`src/rtl/dac_write_sequencer.sv`:
```
// DAC write sequencer: feeds a 16-bit code to the SPI master as MSB then LSB under one CS frame.
// Frames are started by explicit writes or by a periodic auto-refresh of the last accepted code.
module dac_write_sequencer #(
  parameter int REFRESH_CYCLES = 50000,
  parameter int ACK_TIMEOUT    = 1023
) (
  input  logic        i_Clk,
  input  logic        i_Rst_L,
  input  logic [15:0] i_DAC_Val,
  input  logic        i_DAC_Wr,
  input  logic        i_Auto_En,
  input  logic        i_TX_Ready,
  output logic [7:0]  o_TX_Byte,
  output logic        o_TX_DV,
  output logic [1:0]  o_TX_Count,
  output logic        o_Busy,
  output logic        o_Done,
  output logic        o_Err
);

  localparam int REF_W = (REFRESH_CYCLES > 1) ? $clog2(REFRESH_CYCLES) : 1;
  localparam int TO_W  = $clog2(ACK_TIMEOUT + 1);
  localparam logic [REF_W-1:0] REF_LAST = REF_W'(REFRESH_CYCLES - 1);
  localparam logic [TO_W-1:0]  TO_LAST  = TO_W'(ACK_TIMEOUT - 1);

  typedef enum logic [2:0] {
    IDLE, SEND_MSB, ACK_MSB, WAIT_MSB, SEND_LSB, ACK_LSB, WAIT_LSB, DONE
  } state_t;

  state_t            r_State;
  state_t            w_Next;
  logic [15:0]       r_Shadow;
  logic [7:0]        r_FrameLsb;
  logic [7:0]        r_TX_Byte;
  logic              r_Pending;
  logic              r_Err;
  logic [REF_W-1:0]  r_RefCnt;
  logic [TO_W-1:0]   r_AckCnt;
  logic              w_Wrap;
  logic              w_Launch;
  logic              w_LoadLsb;
  logic              w_Timeout;
  logic              w_InAck;

  assign w_Wrap     = i_Auto_En && (r_RefCnt == REF_LAST);
  assign w_InAck    = (r_State == ACK_MSB) || (r_State == ACK_LSB);
  assign o_TX_Count = 2'd2;
  assign o_TX_Byte  = r_TX_Byte;
  assign o_Busy     = (r_State != IDLE);
  assign o_Err      = r_Err;

  always_ff @(posedge i_Clk or negedge i_Rst_L) begin
    if (!i_Rst_L) r_State <= IDLE;
    else          r_State <= w_Next;
  end

  // DV is additionally gated by ready so a pulse can never reach a busy master.
  always_comb begin
    w_Next    = r_State;
    o_TX_DV   = 1'b0;
    o_Done    = 1'b0;
    w_Launch  = 1'b0;
    w_LoadLsb = 1'b0;
    w_Timeout = 1'b0;
    case (r_State)
      IDLE: if (r_Pending && i_TX_Ready) begin
        w_Launch = 1'b1;
        w_Next   = SEND_MSB;
      end
      SEND_MSB: if (i_TX_Ready) begin
        o_TX_DV = 1'b1;
        w_Next  = ACK_MSB;
      end
      ACK_MSB: begin
        if (!i_TX_Ready) w_Next = WAIT_MSB;
        else if (r_AckCnt == TO_LAST) begin
          w_Timeout = 1'b1;
          w_Next    = IDLE;
        end
      end
      WAIT_MSB: if (i_TX_Ready) begin
        w_LoadLsb = 1'b1;
        w_Next    = SEND_LSB;
      end
      SEND_LSB: if (i_TX_Ready) begin
        o_TX_DV = 1'b1;
        w_Next  = ACK_LSB;
      end
      ACK_LSB: begin
        if (!i_TX_Ready) w_Next = WAIT_LSB;
        else if (r_AckCnt == TO_LAST) begin
          w_Timeout = 1'b1;
          w_Next    = IDLE;
        end
      end
      WAIT_LSB: if (i_TX_Ready) w_Next = DONE;
      DONE: begin
        o_Done = 1'b1;
        w_Next = IDLE;
      end
      default: w_Next = IDLE;
    endcase
  end

  always_ff @(posedge i_Clk or negedge i_Rst_L) begin
    if (!i_Rst_L) begin
      r_Shadow  <= 16'h0000;
      r_Pending <= 1'b0;
      r_Err     <= 1'b0;
    end else begin
      if (i_DAC_Wr) r_Shadow <= i_DAC_Val;
      // A write or wrap on the launch cycle re-arms pending for one extra frame.
      r_Pending <= i_DAC_Wr | w_Wrap | (r_Pending & ~w_Launch);
      if (w_Timeout)     r_Err <= 1'b1;
      else if (i_DAC_Wr) r_Err <= 1'b0;
    end
  end

  always_ff @(posedge i_Clk or negedge i_Rst_L) begin
    if (!i_Rst_L) begin
      r_TX_Byte  <= 8'h00;
      r_FrameLsb <= 8'h00;
    end else if (w_Launch) begin
      r_TX_Byte  <= r_Shadow[15:8];
      r_FrameLsb <= r_Shadow[7:0];
    end else if (w_LoadLsb) begin
      r_TX_Byte  <= r_FrameLsb;
    end
  end

  always_ff @(posedge i_Clk or negedge i_Rst_L) begin
    if (!i_Rst_L)                       r_RefCnt <= '0;
    else if (!i_Auto_En || w_Wrap)      r_RefCnt <= '0;
    else                                r_RefCnt <= r_RefCnt + REF_W'(1);
  end

  always_ff @(posedge i_Clk or negedge i_Rst_L) begin
    if (!i_Rst_L)     r_AckCnt <= '0;
    else if (w_InAck) r_AckCnt <= r_AckCnt + TO_W'(1);
    else              r_AckCnt <= '0;
  end

endmodule

```
`config.mk`:
```
export PLATFORM = sky130hd
export DESIGN_NAME = dac_write_sequencer
export DESIGN_NICKNAME = d
export VERILOG_FILES = /design/src/rtl/dac_write_sequencer.sv
export SDC_FILE = /design/constraint.sdc
export NUM_CORES = 1
export LEC_CHECK = 0
export ABC_AREA = 0
export ABC_CLOCK_PERIOD_IN_PS = 3300
export CORE_MARGIN = 2
export CORE_UTILIZATION = 59
export DETAILED_ROUTE_END_ITERATION = 10
export GPL_TIMING_DRIVEN = 0
export HOLD_SLACK_MARGIN = 0.08
export PLACE_DENSITY = 0.95
export SLEW_MARGIN = 20
export SYNTH_ARGS = -nofsm -noshare
export SYNTH_HDL_FRONTEND = slang
export SYNTH_SLANG_ARGS = --single-unit
```
`constraint.sdc`:
```
create_clock -name i_Clk -period 3.3 [get_ports i_Clk]
set_input_delay 0.825 -clock i_Clk [delete_from_list [all_inputs] [get_ports i_Clk]]
set_output_delay 0.825 -clock i_Clk [all_outputs]
set_load 0.01 [all_outputs]
```
**After elaboration in Yosys (flattened, before gate mapping)**

Cells that the tools add are included.

- Register bits after elaboration: 63
- Word-level logic and storage cells: 64

- Add/sub/neg operators: 2
- Eq/ne operators: 14
- Multiplexer cells: 24
- Bitwise gates (word level): 4
- Reductions and logical operators: 12

Operators with widths:

| cell | number |
|---|---|
| 3-bit two-way mux | 8 |
| 3-bit one-hot mux with 8 select lines | 1 |
| 16-bit by 1-bit adder with 16-bit output (second input constant) | 1 |
| 16-bit == test (second input constant) | 1 |
| 16-bit two-way mux | 1 |
| 8-bit two-way mux | 2 |
| 3-bit == test (second input constant) | 4 |
| 1-bit two-way mux | 11 |
| 10-bit by 1-bit adder with 10-bit output (second input constant) | 1 |
| 10-bit == test (second input constant) | 1 |
| 10-bit two-way mux | 1 |
| 2-bit inequality test (second input constant) | 5 |
| 3-bit by 2-bit == test with 1-bit output (second input constant) | 2 |
| 5-bit AND reduction | 1 |
| 2-bit nonzero test | 2 |
| 2-bit OR reduction | 2 |
| 3-bit by 1-bit == test with 1-bit output (second input constant) | 1 |
| 3-bit logical NOT | 1 |
| 3-bit nonzero test | 1 |
| 1-bit logical AND | 2 |
| 1-bit logical OR | 2 |
| 1-bit OR | 2 |
| 1-bit bitwise AND | 1 |
| 1-bit logical NOT | 1 |
| 1-bit NOT | 1 |

**Logic depth before layout (Yosys ltp)**

- Word-level depth: 6
- Gate-level depth with buffers: 6
- Gate-level depth less buffers: 6

**Least setup slack after synthesis**

No wires, ideal clock.

- Kind: input to output
- Start point: input i_TX_Ready
- End point: output o_TX_DV
- Arrival: 1.186 ns
- Required time: 2.475 ns
- Path slack: 1.289 ns
- Stages: 2
- Cells stage by stage: buf_2 > and3_1

- Cells in the longest elaborated chain, start to end: 2

RTL lines:

| element | RTL line | RTL |
|---|---|---|
| from (decl) | 12 | `input logic i_TX_Ready,` |
| 1-bit two-way mux | 70, 85 |  |
| 1-bit two-way mux | -- |  |
| to (decl) | 14 | `output logic o_TX_DV,` |

Every way passes these cells.

**Worst setup path after layout**

- Start point: register r_State[0]
- End point: output o_Busy

- Cells in the longest elaborated chain, start to end: 1

RTL lines:

| element | RTL line | RTL |
|---|---|---|
| from (decl) | 30 | `state_t r_State;` |
| from (signal assigned) | 54 | `else r_State <= w_Next;` |
| 3-bit nonzero test | 49 | `assign o_Busy = (r_State != IDLE);` |
| to (decl) | 16 | `output logic o_Busy,` |

Every way passes these cells.

==> impl_metrics.sql <==
INSERT INTO impl_metrics (metric_group, metric, value, unit) VALUES
('synthesis', 'ys_warn_count', '0', ''),
('placed_design', 'detailedPlacementHpwl', '4.07', 'mm'),
('synthesis', 'synth_edf_count', '0', ''),
('power_and_ir_drop', 'p_switching', '800', 'uW'),
('detailed_routing', 'routed-via-count', '2106', ''),
('detailed_routing', 'route.detailed.vias_per_inst', '5.82', ''),
('clock_network', 'cts_setup_buffers', '0', ''),
('critical_path', 'cp_max_fo', '10', ''),
('floorplan', 'chipHeight', '74.6', 'um'),
('critical_path', 'cp_top_family', 'buffers and inverters', ''),
('power_and_ir_drop', 'cellPowerDensity', '690', 'nW/um^2'),
('layout', 'n_antenna_cell', '0', ''),
('timing', 'timing.final.max_slew_violations', '0', ''),
('power_and_ir_drop', 'internal_power', '1650', 'uW'),
('critical_path', 'arrival', '1.83', 'ns'),
('synthesis', 'yosysUniqueCellTypes', '41', ''),
('detailed_routing', 'drt_wl_total', '6.83', 'mm'),
('power_and_ir_drop', 'max-vdd-ir-drop', '484', 'uV'),
('power_and_ir_drop', 'combinationalPowerShare', '0.289', ''),
('synthesis', 'avgSynthCellArea', '11.9', 'sq um'),
('critical_path', 'timing.critical_path.to_type', 'output port', ''),
('run_status', 'outcome', 'finished clean', ''),
('detailed_routing', 'post_drt_wl_per_cell', '18.9', 'um'),
('layout', 'syn2layout_area_growth', '20.6', '%'),
('layout', 'finalNonFillerCells', '362', ''),
('detailed_routing', 'drt-initial-drc-count', '130', ''),
('detailed_routing', 'post-route-drc-count', '0', ''),
('synthesis', 'syn-cell-area', '2940', 'sq um'),
('clock_network', 'clock-sinks', '63', ''),
('floorplan', 'die_area', '5560', 'sq um'),
('global_route', 'overall_overflow_remaining_after_global_route', '0', ''),
('clock_network', 'ctsRootBufferMaster', 'sky130_fd_sc_hd__clkbuf_8', ''),
('synthesis', 'synth_nets', '272', ''),
('critical_path', 'timing.critical_path.buf_inv', '2', ''),
('power_and_ir_drop', 'report.power.total', '2450', 'uW'),
('placed_design', 'placed_cell_area', '3350', 'sq um'),
('clock_network', 'worst_skew_pair.late_latency', '0.35', 'ns'),
('clock_network', 'cts_tree', 'done', ''),
('power_and_ir_drop', 'clock_power_share', '0.280', ''),
('critical_path', 'cp_slowest_stage_delay', '0.49', 'ns'),
('floorplan', 'initial_core_utilization', '0.618', ''),
('layout', 'final_layout_size_suffix_gt1_frac', '0.247', ''),
('critical_path', 'slowest_stage', 'sky130_fd_sc_hd__clkdlybuf4s50_1', ''),
('floorplan', 'die_w', '74.6', 'um'),
('critical_path', 'worst_setup_path_start_kind', 'flop', ''),
('floorplan', 'core_footprint', '4750', 'sq um'),
('layout', 'design.final.nets', '314', ''),
('placed_design', 'io_buffers', '30', ''),
('synthesis', 'ys_seq_area_frac', '0.536', ''),
('timing', 'finalCriticalPeriod', '2.66', 'ns'),
('floorplan', 'core.rowCount', '25', ''),
('timing', 'rsz0062_at_grt', 'false', ''),
('detailed_routing', 'route.antenna.remaining_nets', '0', ''),
('global_route', 'grt_start_max_net_pins', '52', ''),
('flow_run', 'max_cap_violations', '0', ''),
('timing', 'final-hold-violation-count', '0', ''),
('timing', 'setup_tns', '0', 'ns'),
('power_and_ir_drop', 'static-leakage-power', '0.00154', 'uW'),
('worst_hold_path', 'worst_hold_path_type', 'input port to asynchronous set/reset pin', ''),
('clock_network', 'cts_inserted_buffers', '9', ''),
('timing', 'post_route_fraction_of_the_period_consumed_by_the_critical_path', '0.805', ''),
('synthesis', 'ys_ff_latch', '63', ''),
('detailed_routing', 'first_pass_iters', '4', ''),
('global_route', 'grt_antenna_before_repair', '0', ''),
('critical_path', 'critical_path_required', '2.47', 'ns'),
('clock_network', 'clkTransAtPathRegs', '0.07', 'ns'),
('synthesis', 'synth_top_flop_cell', 'sky130_fd_sc_hd__dfrtp_1', ''),
('timing', 'finalClockSkew', '0.00614', 'ns'),
('timing', 'achievable-frequency', '0.376', 'GHz'),
('layout', 'finish.instance_area', '3550', 'sq um'),
('global_route', 'globalRouteTotalUtil', '0.279', '');
## logic make-up (layout without fill, tap and decap cells)
| group | Yosys count | in the layout | share of synthesized area |
|---|---|---|---|
| mux | 32 | 32 | 0.123 |
| other cells | 2 | 2 | 0.00255 |
| simple gates | 89 | 89 | 0.189 |
| buf+inv | 19 | 66 | 0.0362 |
| compound gates | 18 | 18 | 0.0345 |
| flops | 63 | 63 | 0.536 |
| xor+xnor | 22 | 22 | 0.0655 |
| fa+ha+maj | 3 | 3 | 0.0128 |
## worst reg2reg max path, stage by stage (launching register included)
cell                       delay (ns)
sky130_fd_sc_hd__dfrtp_1         0.48
sky130_fd_sc_hd__nor2_2          0.23
sky130_fd_sc_hd__nand4b_4        0.22
sky130_fd_sc_hd__buf_6           0.21
sky130_fd_sc_hd__a21oi_1         0.19
sky130_fd_sc_hd__o21ai_0         0.16
## cell usage after synthesis (2+ instances only)
| cell type | instances | share of area |
|---|---|---|
| sky130_fd_sc_hd__dfrtp_1 | 63 | 0.54 |
| sky130_fd_sc_hd__nor2_1 | 30 | 0.038 |
| sky130_fd_sc_hd__mux2_2 | 21 | 0.080 |
| sky130_fd_sc_hd__xnor2_1 | 14 | 0.042 |
| sky130_fd_sc_hd__a21oi_1 | 13 | 0.022 |
| sky130_fd_sc_hd__mux2i_1 | 8 | 0.027 |
| sky130_fd_sc_hd__nand2_1 | 8 | 0.010 |
| sky130_fd_sc_hd__xor2_1 | 8 | 0.024 |
| sky130_fd_sc_hd__buf_2 | 7 | 0.012 |
| sky130_fd_sc_hd__inv_1 | 7 | 0.0089 |
| sky130_fd_sc_hd__nand3_1 | 7 | 0.012 |
| sky130_fd_sc_hd__nor2_2 | 6 | 0.013 |
| sky130_fd_sc_hd__nor3_1 | 6 | 0.010 |
| sky130_fd_sc_hd__nor4_2 | 5 | 0.021 |
| sky130_fd_sc_hd__and3_1 | 4 | 0.0085 |
| sky130_fd_sc_hd__nand4_1 | 4 | 0.0085 |
| sky130_fd_sc_hd__and4_1 | 3 | 0.0089 |
| sky130_fd_sc_hd__buf_4 | 3 | 0.0077 |
| sky130_fd_sc_hd__ha_1 | 3 | 0.013 |
| sky130_fd_sc_hd__mux2_4 | 3 | 0.015 |
| sky130_fd_sc_hd__and4bb_2 | 2 | 0.0085 |
| sky130_fd_sc_hd__buf_6 | 2 | 0.0077 |
| sky130_fd_sc_hd__conb_1 | 2 | 0.0026 |
| sky130_fd_sc_hd__nor2b_1 | 2 | 0.0043 |
## cell type report
class,instances,area [sq um]
well taps,67,83.8
flip-flops and latches,63,1580
repair buffers,31,325
clock buffers,10,138
inverters,7,26.3
fillers,269,1210
clock inverters,6,60.1
plain buffers,12,80.1
multi-input cells,166,1260
## power groups by stage
stage | combinational (uW) | clock, uW | sequential [uW]
floorplan | 384 | 0 | 1040
global placement | 621 | 0 | 1040
CTS | 707 | 676 | 1050
detailed placement | 663 | 0 | 1050
global route | 754 | 717 | 1060
finish | 708 | 684 | 1060
## state kept, by name, indices dropped and copies added, names as in the netlist
signal and flops:
r_RefCnt 16, r_State 3, r_Shadow 16, o_Err 1
r_FrameLsb 8, r_Pending 1, o_TX_Byte 8, r_AckCnt 10
## cells in the final DEF, fill, tap and decap left out, types with 2 or more instances in the layout
cell                               n
sky130_fd_sc_hd__nor2b_1           2
sky130_fd_sc_hd__buf_2             7
sky130_fd_sc_hd__inv_1             7
sky130_fd_sc_hd__a21oi_1          13
sky130_fd_sc_hd__nor4_2            5
sky130_fd_sc_hd__clkinvlp_4        2
sky130_fd_sc_hd__conb_1            2
sky130_fd_sc_hd__nor2_1           30
sky130_fd_sc_hd__mux2_4            3
sky130_fd_sc_hd__and3_1            4
sky130_fd_sc_hd__clkdlybuf4s50_1  29
sky130_fd_sc_hd__and4bb_2          2
sky130_fd_sc_hd__nor2_2            6
sky130_fd_sc_hd__nand3_1           7
sky130_fd_sc_hd__mux2_2           21
sky130_fd_sc_hd__nand4_1           4
sky130_fd_sc_hd__buf_6             2
sky130_fd_sc_hd__xnor2_1          14
sky130_fd_sc_hd__clkbuf_8         10
sky130_fd_sc_hd__buf_4             4
sky130_fd_sc_hd__and4_1            3
sky130_fd_sc_hd__mux2i_1           8
sky130_fd_sc_hd__nor3_1            6
sky130_fd_sc_hd__nand2_1           8
sky130_fd_sc_hd__clkinv_2          3
sky130_fd_sc_hd__ha_1              3
sky130_fd_sc_hd__dfrtp_1          63
sky130_fd_sc_hd__xor2_1            8
## per-layer routing
layer	GRT usage	up-vias	routed length (um)
li1	-	934	-
met1	0.338	1046	2640
met2	0.465	103	3580
met3	0.0542	23	367
met4	0.165	0	255
met5	0	-	0
## per-stage QoR
stage | setup slack [ns] | utilization
after floorplan | 1.29 | -
after global placement | -0.560 | 0.699
after detailed placement | 0.753 | 0.704
after CTS | 0.650 | 0.746
after global routing | 0.566 | 0.746
final | 0.643 | 0.746
## path summary, 6_finish.rpt
check                      cells past startpoint  slack [ns]           end   startpoint
setup / recovery                               3        0.64        o_Busy   r_State[0]
hold / removal                                 1        0.31  r_RefCnt[15]      i_Rst_L
setup reg to reg                               5        1.67     r_Pending   r_State[1]
hold reg to reg                                1        0.50   r_Shadow[0]  r_Shadow[0]
max in group asynchronous                      2        2.50   r_Shadow[0]      i_Rst_L
min in group i_Clk                             1        0.50   r_Shadow[0]  r_Shadow[0]
No activity file was read; power rests on OpenSTA's default activity.
